[src/rtl/bp_be_stride_prefetch_gen.sv]
// Stride prefetch generator: turns a loop-inference descriptor into a walk of strided
// addresses and issues one line-aligned prefetch per new cache line to the dcache.
module bp_be_stride_prefetch_gen
    #(parameter int vaddr_width_p          = 39
    , parameter int output_range_p         = 8
    , parameter int effective_addr_width_p = vaddr_width_p
    , parameter int stride_width_p         = 8
    , parameter int max_prefetch_p         = 16
    , parameter int block_offset_width_p   = 6
    )
    ( input  logic                              clk_i
    , input  logic                              reset_i

    , input  logic                              v_i
    , output logic                              yumi_o
    , input  logic [vaddr_width_p-1:0]          pc_i
    , input  logic [effective_addr_width_p-1:0] eff_addr_i
    , input  logic [stride_width_p-1:0]         stride_i
    , input  logic [output_range_p-1:0]         remaining_iterations_i
    , input  logic                              flush_i

    , output logic                              pf_v_o
    , output logic [effective_addr_width_p-1:0] pf_vaddr_o
    , input  logic                              pf_ready_and_i
    , output logic [vaddr_width_p-1:0]          pf_pc_o
    , output logic                              busy_o
    );

    localparam int cnt_width_lp  = $clog2(max_prefetch_p + 1);
    localparam int line_width_lp = effective_addr_width_p - block_offset_width_p;

    typedef enum logic [1:0] {e_idle, e_calc, e_issue} state_e;

    state_e                              state_r, state_n;
    logic [vaddr_width_p-1:0]            pc_r, pc_n;
    logic [effective_addr_width_p-1:0]   addr_r, addr_n;
    logic [effective_addr_width_p-1:0]   stride_r, stride_n;
    logic [line_width_lp-1:0]            last_line_r, last_line_n;
    logic [cnt_width_lp-1:0]             cnt_r, cnt_n;

    logic [effective_addr_width_p-1:0]   stride_sext;
    logic [line_width_lp-1:0]            addr_line;
    logic                                dup_line;

    assign stride_sext = {{(effective_addr_width_p-stride_width_p){stride_i[stride_width_p-1]}}, stride_i};
    assign addr_line   = addr_r[effective_addr_width_p-1:block_offset_width_p];
    assign dup_line    = (addr_line == last_line_r);

    assign pf_vaddr_o  = {addr_line, {block_offset_width_p{1'b0}}};
    assign pf_pc_o     = pc_r;
    assign busy_o      = (state_r != e_idle);

    // NOTE: every signal written here gets a default first, so no path can infer a latch.
    always_comb begin
        state_n     = state_r;
        pc_n        = pc_r;
        addr_n      = addr_r;
        stride_n    = stride_r;
        last_line_n = last_line_r;
        cnt_n       = cnt_r;
        yumi_o      = 1'b0;
        pf_v_o      = 1'b0;

        // Flush wins over everything: no handshake on either side completes this cycle.
        if (flush_i) begin
            state_n = e_idle;
            cnt_n   = '0;
        end else begin
            unique case (state_r)
                e_idle: begin
                    yumi_o = v_i;
                    if (v_i) begin
                        pc_n        = pc_i;
                        addr_n      = eff_addr_i + stride_sext;
                        stride_n    = stride_sext;
                        last_line_n = eff_addr_i[effective_addr_width_p-1:block_offset_width_p];
                        if (32'(remaining_iterations_i) > max_prefetch_p)
                            cnt_n = cnt_width_lp'(max_prefetch_p);
                        else
                            cnt_n = cnt_width_lp'(remaining_iterations_i);
                        state_n = e_calc;
                    end
                end
                e_calc: begin
                    state_n = ((cnt_r == '0) || (stride_r == '0)) ? e_idle : e_issue;
                end
                e_issue: begin
                    // Candidates in the last requested line are skipped without a request.
                    pf_v_o = ~dup_line;
                    if (dup_line || pf_ready_and_i) begin
                        addr_n = addr_r + stride_r;
                        cnt_n  = cnt_r - cnt_width_lp'(1);
                        if (!dup_line)
                            last_line_n = addr_line;
                        if (cnt_r == cnt_width_lp'(1))
                            state_n = e_idle;
                    end
                end
                default: state_n = e_idle;
            endcase
        end
    end

    // NOTE: state registers use non-blocking assignments so every flop samples pre-edge values.
    always_ff @(posedge clk_i) begin
        if (reset_i) begin
            state_r     <= e_idle;
            pc_r        <= '0;
            addr_r      <= '0;
            stride_r    <= '0;
            last_line_r <= '0;
            cnt_r       <= '0;
        end else begin
            state_r     <= state_n;
            pc_r        <= pc_n;
            addr_r      <= addr_n;
            stride_r    <= stride_n;
            last_line_r <= last_line_n;
            cnt_r       <= cnt_n;
        end
    end

endmodule

[config.mk]
export PLATFORM = sky130hd
export DESIGN_NAME = bp_be_stride_prefetch_gen
export DESIGN_NICKNAME = d
export VERILOG_FILES = /design/src/rtl/bp_be_stride_prefetch_gen.sv
export SDC_FILE = /design/constraint.sdc
export NUM_CORES = 1
export LEC_CHECK = 0
export BUFFER_PORTS_ARGS = -buffer_cell sky130_fd_sc_hd__clkbuf_2
export CORE_MARGIN = 3
export CORE_UTILIZATION = 40
export DETAILED_ROUTE_END_ITERATION = 12
export PLACE_DENSITY_LB_ADDON = 0.08
export SLEW_MARGIN = 20
export SYNTH_ARGS = -nofsm -noshare
export SYNTH_HDL_FRONTEND = slang
export SYNTH_SLANG_ARGS = --single-unit
export TNS_END_PERCENT = 10
[constraint.sdc]
create_clock -name clk_i -period 4.4 [get_ports clk_i]
set_input_delay 0.22 -clock clk_i [delete_from_list [all_inputs] [get_ports clk_i]]
set_output_delay 0.22 -clock clk_i [all_outputs]
set_load 0.01 [all_outputs]
==> impl_metrics.py <==
metrics = {
    "route": {
        "drt-initial-drc-count": 854,
        "drcViolationCount": 0,
        "dr_total_vias": 10200,
        "drtAntennaViolNets": 0,
        "drt_wl_total_um": 33400,
        "vias_per_cell": 5.63,
        "route.detailed.wl_per_inst_um": 18.4,
        "drt-pass1-iter-count": 5,
    },
    "timing": {
        "finalHoldWorstSlack_ns": 0.0143,
        "timing.final.crit_period_ns": 3.73,
        "layout_worst_path_cycle_share": 0.847,
        "drv_slew": 0,
        "transition_time_of_the_tightest_slew_check_pin_ns": 1.03,
        "max_freq_mhz": 268,
        "final.setup.tns_ns": 0,
        "finClkSkew_ns": 0.0135,
        "rsz0062_at_grt": "no",
        "layout_setup_ws_ns": 0.673,
        "finalSetupViolations": 0,
        "hold_viol_final": 0,
        "max_slew_margin": 0.311,
    },
    "grt": {
        "met3_usage": 0.0396,
        "wire_length_of_the_first_global_routing_pass_um": 52800,
        "global_route.usage.met2": 0.329,
        "largest_net_degree_at_the_start_of_global_routing": 86,
        "gr-max-usage-layer": "met1",
        "met1_usage": 0.372,
        "antenna_found_initial": 0,
        "overflow": 0,
        "vias_in_the_first_global_route": 9522,
        "global_route_usage_over_all_layers": 0.234,
    },
    "clock_tree": {
        "deepest_clock_path_buffer_count": 2,
        "worstSkewPairLatency_ns": 0.42,
        "cts.sink_count": 126,
        "cts_inserted_buffers": 17,
        "ctsHtreeMaxLevel": 4,
        "post_cts_resize_count": 0,
        "clk_pin_slew_worst_paths_ns": 0.07,
        "clock-root-buffer": "clkbuf_16",
        "tritoncts": "done",
        "post-cts-setup-buffer-count": 0,
    },
    "setup_path": {
        "critical-path-slowest-cell": "dfxtp_1",
        "cp_cell_sequence": "buf_4 -> ha_1 -> and2_1 -> a311oi_1 -> o21a_1 -> o21ai_0 -> a31oi_1 -> o21ai_1 -> xnor2_1 -> a211oi_1 -> and3_1",
        "largest_stage_delay_on_the_critical_path_ns": 0.81,
        "critical_path.n_buffers_inverters": 1,
        "worstPathMaxFanout": 19,
        "critPathArrivalTime_ns": 4.08,
        "timing.critical_path.from_type": "flop",
        "criticalPathCategory": "flop to flop",
        "crit_path_end_kind": "flop",
        "timing.critical_path.required_ns": 4.76,
        "critPathTopFamily": "compound AO/OA/AOI/OAI gates",
    },
    "logic_synthesis": {
        "synth_largest_type_area_fraction": 0.245,
        "post_synth_main_area_contributors": "dfxtp_1 24%, ha_1 9.6%, nand2_1 8.7%",
        "synth_edf_count": 0,
        "synthXorXnorAreaFrac": 0.0791,
        "synth_ff_type": "dfxtp_1",
        "syn_area_um2": 10300,
        "ys_types": 86,
        "synth.yosys.warnings": 0,
        "most_area_hungry_cell_type_in_the_yosys_netlist": "dfxtp_1",
        "synth_top_family_by_area": "compound AO/OA/AOI/OAI gates",
        "netlist_instances": 1369,
        "synth-compound-area-share": 0.283,
        "postSynthRegisterBits": 126,
        "post_synth_mux_area_share": 0.00486,
        "synthSimpleGateAreaFrac": 0.219,
        "synth_seq_area_share": 0.245,
        "synth-async-reset-ratio": 0,
        "yosys.area_share.adder": 0.0998,
        "syn-mean-instance-area_um2": 7.52,
    },
    "pwr": {
        "p_leak_nw": 4.93,
        "power_density_nw_per_um2": 321,
        "worst_ir_drop_vdd_mv": 0.215,
        "total_power_w": 0.00379,
    },
    "layout": {
        "areaGrowthSynthToFinish_pct": 14.5,
        "drive_gt1_frac": 0.174,
        "num_antenna_cells": 0,
        "final_layout_net_count": 1649,
    },
    "die": {
        "row_count": 58,
        "core_area_um2": 25300,
        "chipWidth_um": 166,
        "initial_utilization": 0.408,
        "die-height_um": 166,
        "fp.dieArea_um2": 27700,
        "num_io_pins": 180,
    },
    "run": {
        "max_cap_viol_count": 0,
    },
    "place": {
        "pre_cts_ws_ns": 0.776,
        "buffer_ports.inserted": 173,
        "gp_congestion": 0.897,
        "hpwl_after_dpl_um": 24700,
    },
    "hold_path": {
        "min_path_type": "input pin to flop",
    },
    "outcome": {
        "status": "finished, final reports clean",
    },
}
## cell usage in the layout (no fill, tap or decap), types with 13 or more instances in the layout
cell	count
a211oi_1	16
a21o_1	36
a21oi_1	137
a311oi_1	40
a31oi_1	19
buf_4	13
clkbuf_16	17
clkbuf_2	172
dfxtp_1	126
ha_1	79
inv_1	26
nand2_1	237
nand3_1	21
nand4_1	26
nor2_1	115
nor3_1	32
o21ai_0	48
o21bai_1	13
xnor2_1	71
xor2_1	22
## what timing repair did
action                                  CTS  global route
endpoints found under the setup margin    0             0
hold endpoints to repair                  7             0
hold buffers                              7             0
## flip-flops by register name, summed over array words and instances, names as in the netlist
register and count:
addr_r 39, pf_pc_o 39, last_line_r 33, stride_r 8
cnt_r 5, state_r 2
## worst register-to-register path, stage by stage (launching register included)
cell	delay, ns
dfxtp_1	0.81
buf_4	0.39
ha_1	0.38
and2_1	0.21
a311oi_1	0.33
o21a_1	0.15
o21ai_0	0.07
a31oi_1	0.36
o21ai_1	0.15
xnor2_1	0.15
a211oi_1	0.42
and3_1	0.24
## cell usage after synthesis (all sizes together) (13+ instances only)
cell / n
a311oi: 40
xor2: 22
clkbuf: 60
a211oi: 21
o21ai: 61
a31oi: 19
a21o: 36
nor3: 34
ha: 79
buf: 57
xnor2: 71
a21oi: 137
nand3: 21
inv: 27
o21bai: 13
nand4: 27
nand2: 239
dfxtp: 126
nor2: 116
## worst paths after layout
path,start,endpoint,slack [ns],cells past startpoint
setup / recovery,stride_r[7],addr_r[33],0.67,11
hold / removal,pc_i[0],pf_pc_o[0],0.01,3
setup reg to reg,stride_r[7],addr_r[33],0.67,11
hold reg to reg,pf_pc_o[30],pf_pc_o[30],0.45,2
## final cells by class
| class | instances | area [um2] |
|---|---|---|
| Clock buffer | 18 | 439 |
| Sequential cell | 126 | 2520 |
| Timing Repair Buffer | 193 | 1050 |
| Multi-Input combinational cell | 1104 | 7110 |
| Clock inverter | 14 | 158 |
| Inverter | 27 | 101 |
| Fill cell | 2590 | 13500 |
| Tap cell | 330 | 413 |
## routing by layer
metal | share of wire | vias to the layer above
li1 | - | 5123
met1 | 0.52 | 4699
met4 | 0.010 | 0
met3 | 0.069 | 22
met5 | 0 | -
met2 | 0.40 | 353
## cell families after synthesis
| logic type | after synthesis |
|---|---|
| flip-flops | 126 |
| XOR/XNOR | 93 |
| other | 1 |
| buffers and inverters | 144 |
| AND/OR/NAND/NOR | 503 |
| adder cells (fa/ha/maj) | 81 |
| multiplexers | 5 |
| AO/OA/AOI/OAI | 416 |
## where the power goes
group          switching [W]  internal, W  total [W]
sequential         0.0000807      0.00121    0.00129
combinational       0.000613     0.000400    0.00101
clock               0.000618     0.000862    0.00148
## stage by stage
stage	instances	util	area (um2)
3_5_place_dp	1773	0.441	11100
4_1_cts	1812	0.467	11800
3_3_place_gp	1773	0.441	11100
5_1_grt	1812	0.467	11800
2_1_floorplan	1374	-	10300
6_report	1812	0.467	11800
Note: power is estimated with default switching activity, not from simulation.
